==> config.mk <==
export PLATFORM = sky130hd
export DESIGN_NAME = cpu_sequencer_flat
export DESIGN_NICKNAME = d
export VERILOG_FILES = /design/src/rtl/cpu_sequencer_pkg.sv /design/src/rtl/cpu_sequencer_if.sv /design/src/rtl/cpu_sequencer_fetch_timer.sv /design/src/rtl/cpu_sequencer.sv /design/src/flat_wrapper.sv
export SDC_FILE = /design/constraint.sdc
export NUM_CORES = 1
export LEC_CHECK = 0
export CAP_MARGIN = 25
export CORE_MARGIN = 8
export CORE_UTILIZATION = 31
export CTS_CLUSTER_DIAMETER = 200
export DETAILED_ROUTE_END_ITERATION = 10
export PLACE_DENSITY = 0.6
export SLEW_MARGIN = 25
export SYNTH_ARGS = -nofsm -noshare
export SYNTH_HDL_FRONTEND = slang
export SYNTH_SLANG_ARGS = --single-unit
==> constraint.sdc <==
create_clock -name clock -period 2.2 [get_ports clock]
set_input_delay 0.22 -clock clock [delete_from_list [all_inputs] [get_ports clock]]
set_output_delay 0.22 -clock clock [all_outputs]
set_load 0.02 [all_outputs]
==> src/rtl/cpu_sequencer_pkg.sv <==
// Shared encodings for the mini-MIPS multi-cycle sequencer: states, opcodes,
// ALU control codes, error codes and small decode helpers.
package cpu_sequencer_pkg;

   typedef enum logic [2:0] {
      S_IDLE,
      S_FETCH,
      S_DECODE,
      S_EXEC,
      S_WB,
      S_TRAP
   } state_t;

   localparam logic [3:0] OP_ADD  = 4'b0000;
   localparam logic [3:0] OP_SUB  = 4'b0001;
   localparam logic [3:0] OP_AND  = 4'b0010;
   localparam logic [3:0] OP_OR   = 4'b0011;
   localparam logic [3:0] OP_NOR  = 4'b0100;
   localparam logic [3:0] OP_SLT  = 4'b0110;
   localparam logic [3:0] OP_ADDI = 4'b0111;
   localparam logic [3:0] OP_BEQ  = 4'b1000;
   localparam logic [3:0] OP_BNE  = 4'b1001;

   localparam logic [3:0] ALU_AND = 4'b0000;
   localparam logic [3:0] ALU_OR  = 4'b0001;
   localparam logic [3:0] ALU_ADD = 4'b0010;
   localparam logic [3:0] ALU_SUB = 4'b0110;
   localparam logic [3:0] ALU_SLT = 4'b0111;
   localparam logic [3:0] ALU_NOR = 4'b1100;

   localparam logic [1:0] ERR_NONE    = 2'b00;
   localparam logic [1:0] ERR_ILLEGAL = 2'b01;
   localparam logic [1:0] ERR_TIMEOUT = 2'b10;

   function automatic logic is_branch(input logic [3:0] op);
      return (op == OP_BEQ) || (op == OP_BNE);
   endfunction

   function automatic logic is_legal(input logic [3:0] op);
      case (op)
         OP_ADD, OP_SUB, OP_AND, OP_OR, OP_NOR, OP_SLT, OP_ADDI: return 1'b1;
         default:                                                return is_branch(op);
      endcase
   endfunction

   function automatic logic [3:0] alu_ctl_of(input logic [3:0] op);
      case (op)
         OP_ADD, OP_ADDI: return ALU_ADD;
         OP_SUB:          return ALU_SUB;
         OP_AND:          return ALU_AND;
         OP_OR:           return ALU_OR;
         OP_NOR:          return ALU_NOR;
         OP_SLT:          return ALU_SLT;
         OP_BEQ, OP_BNE:  return ALU_SUB;
         default:         return ALU_AND;
      endcase
   endfunction

endpackage

==> src/rtl/cpu_sequencer_if.sv <==
// Instruction-fetch side of the sequencer: req/ack handshake, IR load strobe
// and the opcode field fed back from the IR.
interface cpu_sequencer_if;
   logic       imem_req;
   logic       imem_ack;
   logic       ir_write;
   logic [3:0] opcode;

   modport master (output imem_req, output ir_write, input imem_ack, input opcode);
   modport slave  (input imem_req, input ir_write, output imem_ack, output opcode);
endinterface

==> src/rtl/cpu_sequencer_fetch_timer.sv <==
// 8-bit wait-cycle counter for the fetch handshake; holds once it reaches LIMIT.
module cpu_sequencer_fetch_timer #(
   parameter int unsigned LIMIT = 15
) (
   input  logic clock,
   input  logic reset,
   input  logic clear,
   input  logic enable,
   output logic expired
);
   logic [7:0] count;

   assign expired = (count == LIMIT[7:0]);

   always_ff @(posedge clock) begin
      if (reset || clear)
         count <= '0;
      else if (enable && !expired)
         count <= count + 8'd1;
   end
endmodule

==> src/rtl/cpu_sequencer.sv <==
// Multi-cycle control FSM for the 16-bit mini-MIPS datapath: fetch handshake,
// decode, execute, writeback, run/step control and sticky error trap.
module cpu_sequencer
   import cpu_sequencer_pkg::*;
#(
   parameter int unsigned FETCH_TIMEOUT = 15,
   parameter int unsigned CNT_W         = 16
) (
   input  logic               clock,
   input  logic               reset,
   input  logic               run,
   input  logic               step,
   cpu_sequencer_if.master    imem,
   input  logic               zero,
   output logic               pc_write,
   output logic               pc_src,
   output logic               reg_dst,
   output logic               alu_src,
   output logic               reg_write,
   output logic [3:0]         alu_ctl,
   output logic               busy,
   output logic               trap,
   output logic [1:0]         err_code,
   output logic [CNT_W-1:0]   retired
);
   state_t     state, next_state;
   logic       one_shot, next_one_shot;
   logic [1:0] next_err;
   logic [3:0] op_q;
   logic       retire;
   logic       timer_clear, timer_en, timer_expired;

   cpu_sequencer_fetch_timer #(.LIMIT(FETCH_TIMEOUT)) u_fetch_timer (
      .clock   (clock),
      .reset   (reset),
      .clear   (timer_clear),
      .enable  (timer_en),
      .expired (timer_expired)
   );

   always_ff @(posedge clock) begin
      if (reset) begin
         state    <= S_IDLE;
         one_shot <= 1'b0;
         err_code <= ERR_NONE;
         op_q     <= '0;
         retired  <= '0;
      end else begin
         state    <= next_state;
         one_shot <= next_one_shot;
         err_code <= next_err;
         if (state == S_DECODE)
            op_q <= imem.opcode;
         if (retire)
            retired <= retired + {{(CNT_W-1){1'b0}}, 1'b1};
      end
   end

   always_comb begin
      next_state     = state;
      next_one_shot  = one_shot;
      next_err       = err_code;
      retire         = 1'b0;
      timer_clear    = 1'b1;
      timer_en       = 1'b0;
      imem.imem_req  = 1'b0;
      imem.ir_write  = 1'b0;
      pc_write       = 1'b0;
      pc_src         = 1'b0;
      reg_dst        = 1'b0;
      alu_src        = 1'b0;
      reg_write      = 1'b0;
      alu_ctl        = '0;
      busy           = (state != S_IDLE) && (state != S_TRAP);
      trap           = (state == S_TRAP);

      case (state)
         S_IDLE: begin
            if (run || step) begin
               next_state    = S_FETCH;
               next_one_shot = step && !run;
            end
         end
         S_FETCH: begin
            imem.imem_req = 1'b1;
            timer_clear   = 1'b0;
            timer_en      = 1'b1;
            // ack is checked first so an ack in the expiry cycle still completes the fetch
            if (imem.imem_ack) begin
               imem.ir_write = 1'b1;
               next_state    = S_DECODE;
            end else if (timer_expired) begin
               next_err   = ERR_TIMEOUT;
               next_state = S_TRAP;
            end
         end
         S_DECODE: begin
            if (is_legal(imem.opcode)) begin
               next_state = S_EXEC;
            end else begin
               next_err   = ERR_ILLEGAL;
               next_state = S_TRAP;
            end
         end
         S_EXEC, S_WB: begin
            alu_ctl = alu_ctl_of(op_q);
            if (is_branch(op_q)) begin
               pc_write = 1'b1;
               pc_src   = (op_q == OP_BEQ) ? zero : !zero;
               retire   = 1'b1;
            end else begin
               reg_dst = (op_q != OP_ADDI);
               alu_src = (op_q == OP_ADDI);
               if (state == S_WB) begin
                  reg_write = 1'b1;
                  pc_write  = 1'b1;
                  retire    = 1'b1;
               end else begin
                  next_state = S_WB;
               end
            end
            if (retire) begin
               if (run && !one_shot) begin
                  next_state = S_FETCH;
               end else begin
                  next_state    = S_IDLE;
                  next_one_shot = 1'b0;
               end
            end
         end
         S_TRAP: begin
         end
         default: next_state = S_IDLE;
      endcase
   end
endmodule

==> src/flat_wrapper.sv <==
// flat-port wrapper written by rule: the top's interface ports become plain ports
module cpu_sequencer_flat import cpu_sequencer_pkg::*;
#(
   parameter int unsigned FETCH_TIMEOUT = 15,
   parameter int unsigned CNT_W         = 16
)
  (clock, reset, run, step, zero, pc_write, pc_src, reg_dst, alu_src, reg_write, alu_ctl, busy, trap, err_code, retired, imem_imem_req, imem_ir_write, imem_imem_ack, imem_opcode);
  cpu_sequencer_if imem_i ();
  input  logic clock;
  input  logic reset;
  input  logic run;
  input  logic step;
  input  logic zero;
  output logic pc_write;
  output logic pc_src;
  output logic reg_dst;
  output logic alu_src;
  output logic reg_write;
  output logic [3:0] alu_ctl;
  output logic busy;
  output logic trap;
  output logic [1:0] err_code;
  output logic [CNT_W-1:0] retired;
  output wire logic [$bits(imem_i.imem_req)-1:0] imem_imem_req;
  output wire logic [$bits(imem_i.ir_write)-1:0] imem_ir_write;
  input wire logic [$bits(imem_i.imem_ack)-1:0] imem_imem_ack;
  input wire logic [$bits(imem_i.opcode)-1:0] imem_opcode;
  assign imem_imem_req = imem_i.imem_req;
  assign imem_ir_write = imem_i.ir_write;
  assign imem_i.imem_ack = imem_imem_ack;
  assign imem_i.opcode = imem_opcode;
  cpu_sequencer #(.FETCH_TIMEOUT(FETCH_TIMEOUT), .CNT_W(CNT_W)) u_core (.clock(clock), .reset(reset), .run(run), .step(step), .imem(imem_i), .zero(zero), .pc_write(pc_write), .pc_src(pc_src), .reg_dst(reg_dst), .alu_src(alu_src), .reg_write(reg_write), .alu_ctl(alu_ctl), .busy(busy), .trap(trap), .err_code(err_code), .retired(retired));
endmodule
==> results of run 1 <==
## power by group
part | internal (W) | switching (W)
Sequential | 0.000709 | 0.0000219
Combinational | 0.000130 | 0.000140
Clock | 0.000253 | 0.000246
## worst paths after layout
kind / from / end / depth (start not counted)
hold reg to reg: u_core.err_code[1] / u_core.err_code[1] / 2
hold / removal: u_core.err_code[1] / u_core.err_code[1] / 2
setup reg to reg: u_core.op_q[3] / u_core.retired[15] / 5
setup / recovery: u_core.state[1] / reg_dst / 5
## routing by layer
layer,vias to the layer above,track usage (%)
li1,950,-
met1,842,12.8
met2,34,18.1
met3,7,3.59
met4,0,4.74
met5,-,0
## synthesized netlist by cell type, types with 2 or more instances
cell type / n / area (um^2)
and4_1: 3 / 26.3
nand3_1: 7 / 35.0
ha_1: 4 / 50.1
nor2_1: 18 / 67.6
and2_1: 2 / 12.5
a2111oi_0: 2 / 17.5
xnor2_1: 4 / 35.0
nor2b_1: 10 / 62.6
a21oi_1: 25 / 125
nand2b_1: 6 / 37.5
dfxtp_1: 38 / 761
a211oi_1: 2 / 15.0
nand2_1: 9 / 33.8
nand4_1: 4 / 25.0
and3_1: 3 / 18.8
clkbuf_1: 9 / 33.8
o31ai_1: 10 / 75.1
nor3_1: 5 / 25.0
or3_1: 6 / 37.5
o21ai_0: 9 / 45.0
nor3b_1: 4 / 30.0
buf_2: 4 / 20.0
xor2_1: 2 / 17.5
mux2i_1: 8 / 80.1
inv_1: 7 / 26.3
or4_1: 12 / 90.1
## logic make-up (layout without fill, tap and decap cells)
logic type | after synthesis | count (layout) | share of synthesized area (%)
mux | 9 | 9 | 4.63
fa+ha+maj | 4 | 4 | 2.54
flops | 38 | 38 | 38.6
compound gates | 58 | 58 | 18.5
simple gates | 96 | 96 | 28.5
buf+inv | 21 | 64 | 4.63
xor+xnor | 6 | 6 | 2.66
## per-stage QoR
| stage | cell area [um^2] | std cells |
|---|---|---|
| floorplan | 1970 | 232 |
| global placement | 2470 | 344 |
| detailed placement | 2470 | 344 |
| CTS | 2570 | 352 |
| global route | 2580 | 352 |
| finish | 2580 | 352 |
## what timing repair did
action                     in CTS  in global routing
setup endpoints to repair       8                  6
gates resized for setup         5                  6
cloned                          0                  0
hold buffers                    0                  0
## critical path, delay by kind of cell (launching register included)
family | cells | cell delay, ps
flops | 1 | 440
buf+inv | 2 | 770
compound gates | 1 | 160
simple gates | 2 | 210
## layout make-up
cell class	instances	area [um^2]
clock inverter	1	5.00
timing repair buffer	49	478
tap	77	96.3
fill	640	3660
multi-input combinational	173	1130
sequential	38	763
inverter	7	26.3
clock buffer	7	86.3
==> summary.md, run 1 <==
| Metric | Value |
|---|---|
| Most frequent cells in the layout | `36 x dfxtp_1, 33 x clkdlybuf4s50_1, 25 x a21oi_1, 18 x nor2_1, 12 x or4_1` |
| Final Cycle Share | `95.5%` |
| Synth warn | `0` |
| Total track usage | `11.0%` |
| Drt first pass iters | `4` |
| DRT met1 WL | `2260 um` |
| Htree depth | `2` |
| Slowest cell on the critical path | `clkdlybuf4s50_1` |
| Die X | `95.8 um` |
| Leak Pwr | `0.997 nW` |
| Root Buffer | `clkbuf_8` |
| Layout area overhead | `30.9%` |
| Post-Syn Area | `1970 um^2` |
| Die H | `95.8 um` |
| Core area | `6240 um^2` |
| Post-synth EDFFs | `0` |
| Smallest hold slack | `482 ps` |
| Die area | `9170 um^2` |
| Tightest Pin Transition | `529 ps` |
| Initial antenna violation count | `0` |
| DR vias | `1,833` |
| DRT iter0 DRCs | `78` |
| Fmax | `0.476 GHz` |
| Final net count | `288` |
| Crit path kind | `flip-flop to primary output` |
| R2R Setup Slk | `250 ps` |
| Largest net degree at the start of global routing | `31` |
| Final hold vios | `0` |
| Mean Syn Cell Area | `8.50 um^2` |
| TritonCTS Sinks | `38` |
| Vias in the first global route | `1,721` |
| Antenna fix cells | `0` |
| Layout Utilization | `41.4%` |
| Synth async-reset ratio | `0%` |
| Pwr Total | `0.00150 W` |
| Critical-path cell list | `nand3b_1 > a21boi_1 > buf_4 > nor2_1 > clkdlybuf4s50_1` |
| Pwr Density | `580 nW/um^2` |
| Max-slew headroom | `64.2%` |
| Synth cell types | `45` |
| Row cnt | `29` |
| Setup total negative slack | `0 ps` |
| Port Buffers | `40` |
| Clock Latency Late Sink | `290 ps` |
| Io pins | `41` |
| Post-CTS setup buffers | `0` |
| Synth Flop Type | `dfxtp_1` |
| Setup ws final | `99.0 ps` |
| CP startpoint kind | `flip-flop` |
| Met2 Wirelength | `2200 um` |
| Starting Density | `31.6%` |
| Data required, critical path | `1980 ps` |
| Total Wirelength | `4870 um` |
| Synth Instances | `232` |
| WL met3 | `333 um` |
| Via density | `5.21` |
| Period minus WS final | `2100 ps` |
| Max Cap Violations | `0` |
| Status | `finished clean` |
| Dpl ws | `193 ps` |
| Clock buffer depth | `2` |
| Final HPWL DP | `3560 um` |
| CTS Buf Count | `5` |
| Overflow after GRT | `0` |
| CP max FO | `10` |
| GPL Wtd Cong | `0.793` |
| Clock Skew | `12.0 ps` |
| Max VDD drop | `0.254 mV` |
| Antenna Violating Nets Remaining | `0` |
| HP Class | `flip-flop to flip-flop` |
| RSZ-0062 raised after global routing | `false` |
| Top sig layer | `met4` |
| TritonCTS clock tree | `built` |
| Syn Nets | `246` |
| Arrival @ worst endpoint | `1880 ps` |
| Fin. max-slew vios | `0` |
| First-pass GRT wire length | `8080 um` |
| Layout cells sized above 1 | `8.73%` |
| Sequential share of the synthesized area | `38.6%` |
| Most common cell after layout, fill and taps aside | `dfxtp_1` |
| Clock transition at path regs | `80 ps` |
| Post-DR wirelength/cell | `13.8 um` |
| Setup crit end kind | `primary output` |
| DRC violations left | `0` |
| Worst path max stage delay | `600 ps` |
| Setup violations, final | `0` |
| Seq cells post-synth | `38` |
No activity file was read; power rests on OpenSTA's default activity.
==> run 2, diff against run 1 <==
--- a/config.mk
+++ b/config.mk
@@ -11,6 +11,7 @@
 export CTS_CLUSTER_DIAMETER = 200
 export DETAILED_ROUTE_END_ITERATION = 10
 export PLACE_DENSITY = 0.6
+export SKIP_LAST_GASP = 1
 export SLEW_MARGIN = 25
 export SYNTH_ARGS = -nofsm -noshare
 export SYNTH_HDL_FRONTEND = slang
==> run 2 against run 1 <==
Hold slack unchanged. Register-to-register slack barely moved. Sequential power about the same. First-iteration DRC count stayed put. Die area unchanged. Power is essentially flat. Final cell count did not move. Sequential cell count unchanged. Largest cell class unchanged. Clock skew is essentially flat.
==> summary.md, run 2 (synthesis results as in run 1) <==
| Metric | Value |
|---|---|
| Root Buffer | `clkbuf_8` |
| Period minus WS final | `2110 ps (+4.64 ps)` |
| Data required, critical path | `1980 ps (about the same)` |
| DR vias | `1,839 (+0.33%)` |
| Clock buffer depth | `2 (unchanged)` |
| Met2 Wirelength | `2200 um (+0.27%)` |
| CP startpoint kind | `flip-flop` |
| Via density | `5.22 (+0.33%)` |
| Final net count | `288 (unchanged)` |
| Tightest Pin Transition | `529 ps (-0.00948 ps)` |
| Final HPWL DP | `3560 um (unchanged)` |
| Initial antenna violation count | `0 (unchanged)` |
| Max VDD drop | `0.254 mV (+0.14%)` |
| Arrival @ worst endpoint | `1890 ps (about the same)` |
| Htree depth | `2 (unchanged)` |
| Fillers | `640 (unchanged)` |
| Final Instance Count excl. Fillers | `352 (unchanged)` |
| Pwr Density | `579 nW/um^2 (-0.13%)` |
| Hold buffer count at cts | `0 (unchanged)` |
| Status | `finished clean` |
| Io pins | `41 (unchanged)` |
| Fmax | `0.475 GHz (-0.22%)` |
| HP Class | `flip-flop to flip-flop` |
| GPL Wtd Cong | `0.793 (unchanged)` |
| WL met3 | `334 um (+0.30%)` |
| Crit path kind | `flip-flop to primary output` |
| DRT iter0 DRCs | `78 (unchanged)` |
| Drt first pass iters | `4 (unchanged)` |
| Layout Utilization | `41.5% (+0.060 points)` |
| Layout area overhead | `31.1%` |
| Most common cell after layout, fill and taps aside | `dfxtp_1` |
| Starting Density | `31.6% (unchanged)` |
| Vias in the first global route | `1,721 (unchanged)` |
| First-pass GRT wire length | `8080 um (unchanged)` |
| Pwr Total | `0.00150 W (about the same)` |
| Port Buffers | `40 (unchanged)` |
| TritonCTS Sinks | `38 (unchanged)` |
| Setup violations, final | `0 (unchanged)` |
| DRT met1 WL | `2260 um (about the same)` |
| Antenna fix cells | `0 (unchanged)` |
| Final hold vios | `0 (unchanged)` |
| Top sig layer | `met4` |
| CP max FO | `10 (unchanged)` |
| Most frequent cells in the layout | `36 x dfxtp_1, 33 x clkdlybuf4s50_1, 25 x a21oi_1, 18 x nor2_1, 12 x or4_1` |
| Clock Skew | `12.2 ps (+0.127 ps)` |
| Core area | `6240 um^2 (unchanged)` |
| Die area | `9170 um^2 (unchanged)` |
| Die H | `95.8 um (unchanged)` |
| Post-DR wirelength/cell | `13.9 um (+0.16%)` |
| Setup total negative slack | `0 ps (unchanged)` |
| Setup crit end kind | `primary output` |
| Clock transition at path regs | `80 ps (about the same)` |
| Largest net degree at the start of global routing | `31 (unchanged)` |
| RSZ-0062 raised after global routing | `false` |
| Max Cap Violations | `0 (unchanged)` |
| Overflow after GRT | `0 (unchanged)` |
| Clock Latency Late Sink | `290 ps (about the same)` |
| Dpl cells | `344 (unchanged)` |
| Final Cycle Share | `95.7% (+0.21 points)` |
| Antenna Violating Nets Remaining | `0 (unchanged)` |
| Leak Pwr | `1.01 nW (+1.4%)` |
| DRC violations left | `0 (unchanged)` |
| Total Wirelength | `4880 um (+0.16%)` |
| Fin. max-slew vios | `0 (unchanged)` |
| Die X | `95.8 um (unchanged)` |
| Row cnt | `29 (unchanged)` |
| TritonCTS clock tree | `built` |
| Max-slew headroom | `64.2% (about the same)` |
| Layout cells sized above 1 | `8.73% (unchanged)` |
| Total track usage | `11.0% (unchanged)` |
| CTS Buf Count | `5 (unchanged)` |
run 2: worst paths after layout:
check,cells past startpoint,slack (ps),to,start
max reg2reg,5,240,u_core.retired[15],u_core.op_q[3]
min reg2reg,2,480,u_core.err_code[1],u_core.err_code[1]
max,5,90,reg_dst,u_core.state[1]
min,2,480,u_core.err_code[1],u_core.err_code[1]
run 2: stage by stage:
stage                     setup slack, ps  hold WS [ps]  cell area [um^2]
after global placement                203           464              2470
final                                94.4           482              2590
after global routing                 1.94           510              2590
after CTS                           -17.5           482              2570
after detailed placement              193           474              2470
after floorplan                       145           345              1970
run 2: repair_timing:
| action | in CTS | in global routing |
|---|---|---|
| endpoints found under the setup margin | 8 | 7 |
| resized for setup | 4 | 7 |
| setup buffers | 0 | 0 |
run 2: power by group:
group	total [W]	switching, W	internal, W
clock network	0.000498	0.000246	0.000253
registers	0.000731	0.0000220	0.000709
logic	0.000270	0.000140	0.000130
run 2: per-layer routing:
layer  vias to the layer above  GRT usage (%)
met3                         7           3.59
met5                         -              0
met2                        34           18.1
met1                       848           12.8
met4                         0           4.74
li1                        950              -
run 2: critical path: stages (launching register included):
cell and delay [ps]:
dfxtp_2 440, nand3b_1 120, a21boi_1 160, buf_4 170
nor2_1 90, clkdlybuf4s50_1 600
run 2: cell type report:
class	count	area [um^2]	area share, %
multi-input combinational	173	1130	43.6
timing repair buffer	49	482	18.6
inverter	7	26.3	1.02
clock inverter	1	5.00	0.193
clock buffer	7	86.3	3.34
tap	77	96.3	3.72
sequential	38	763	29.5
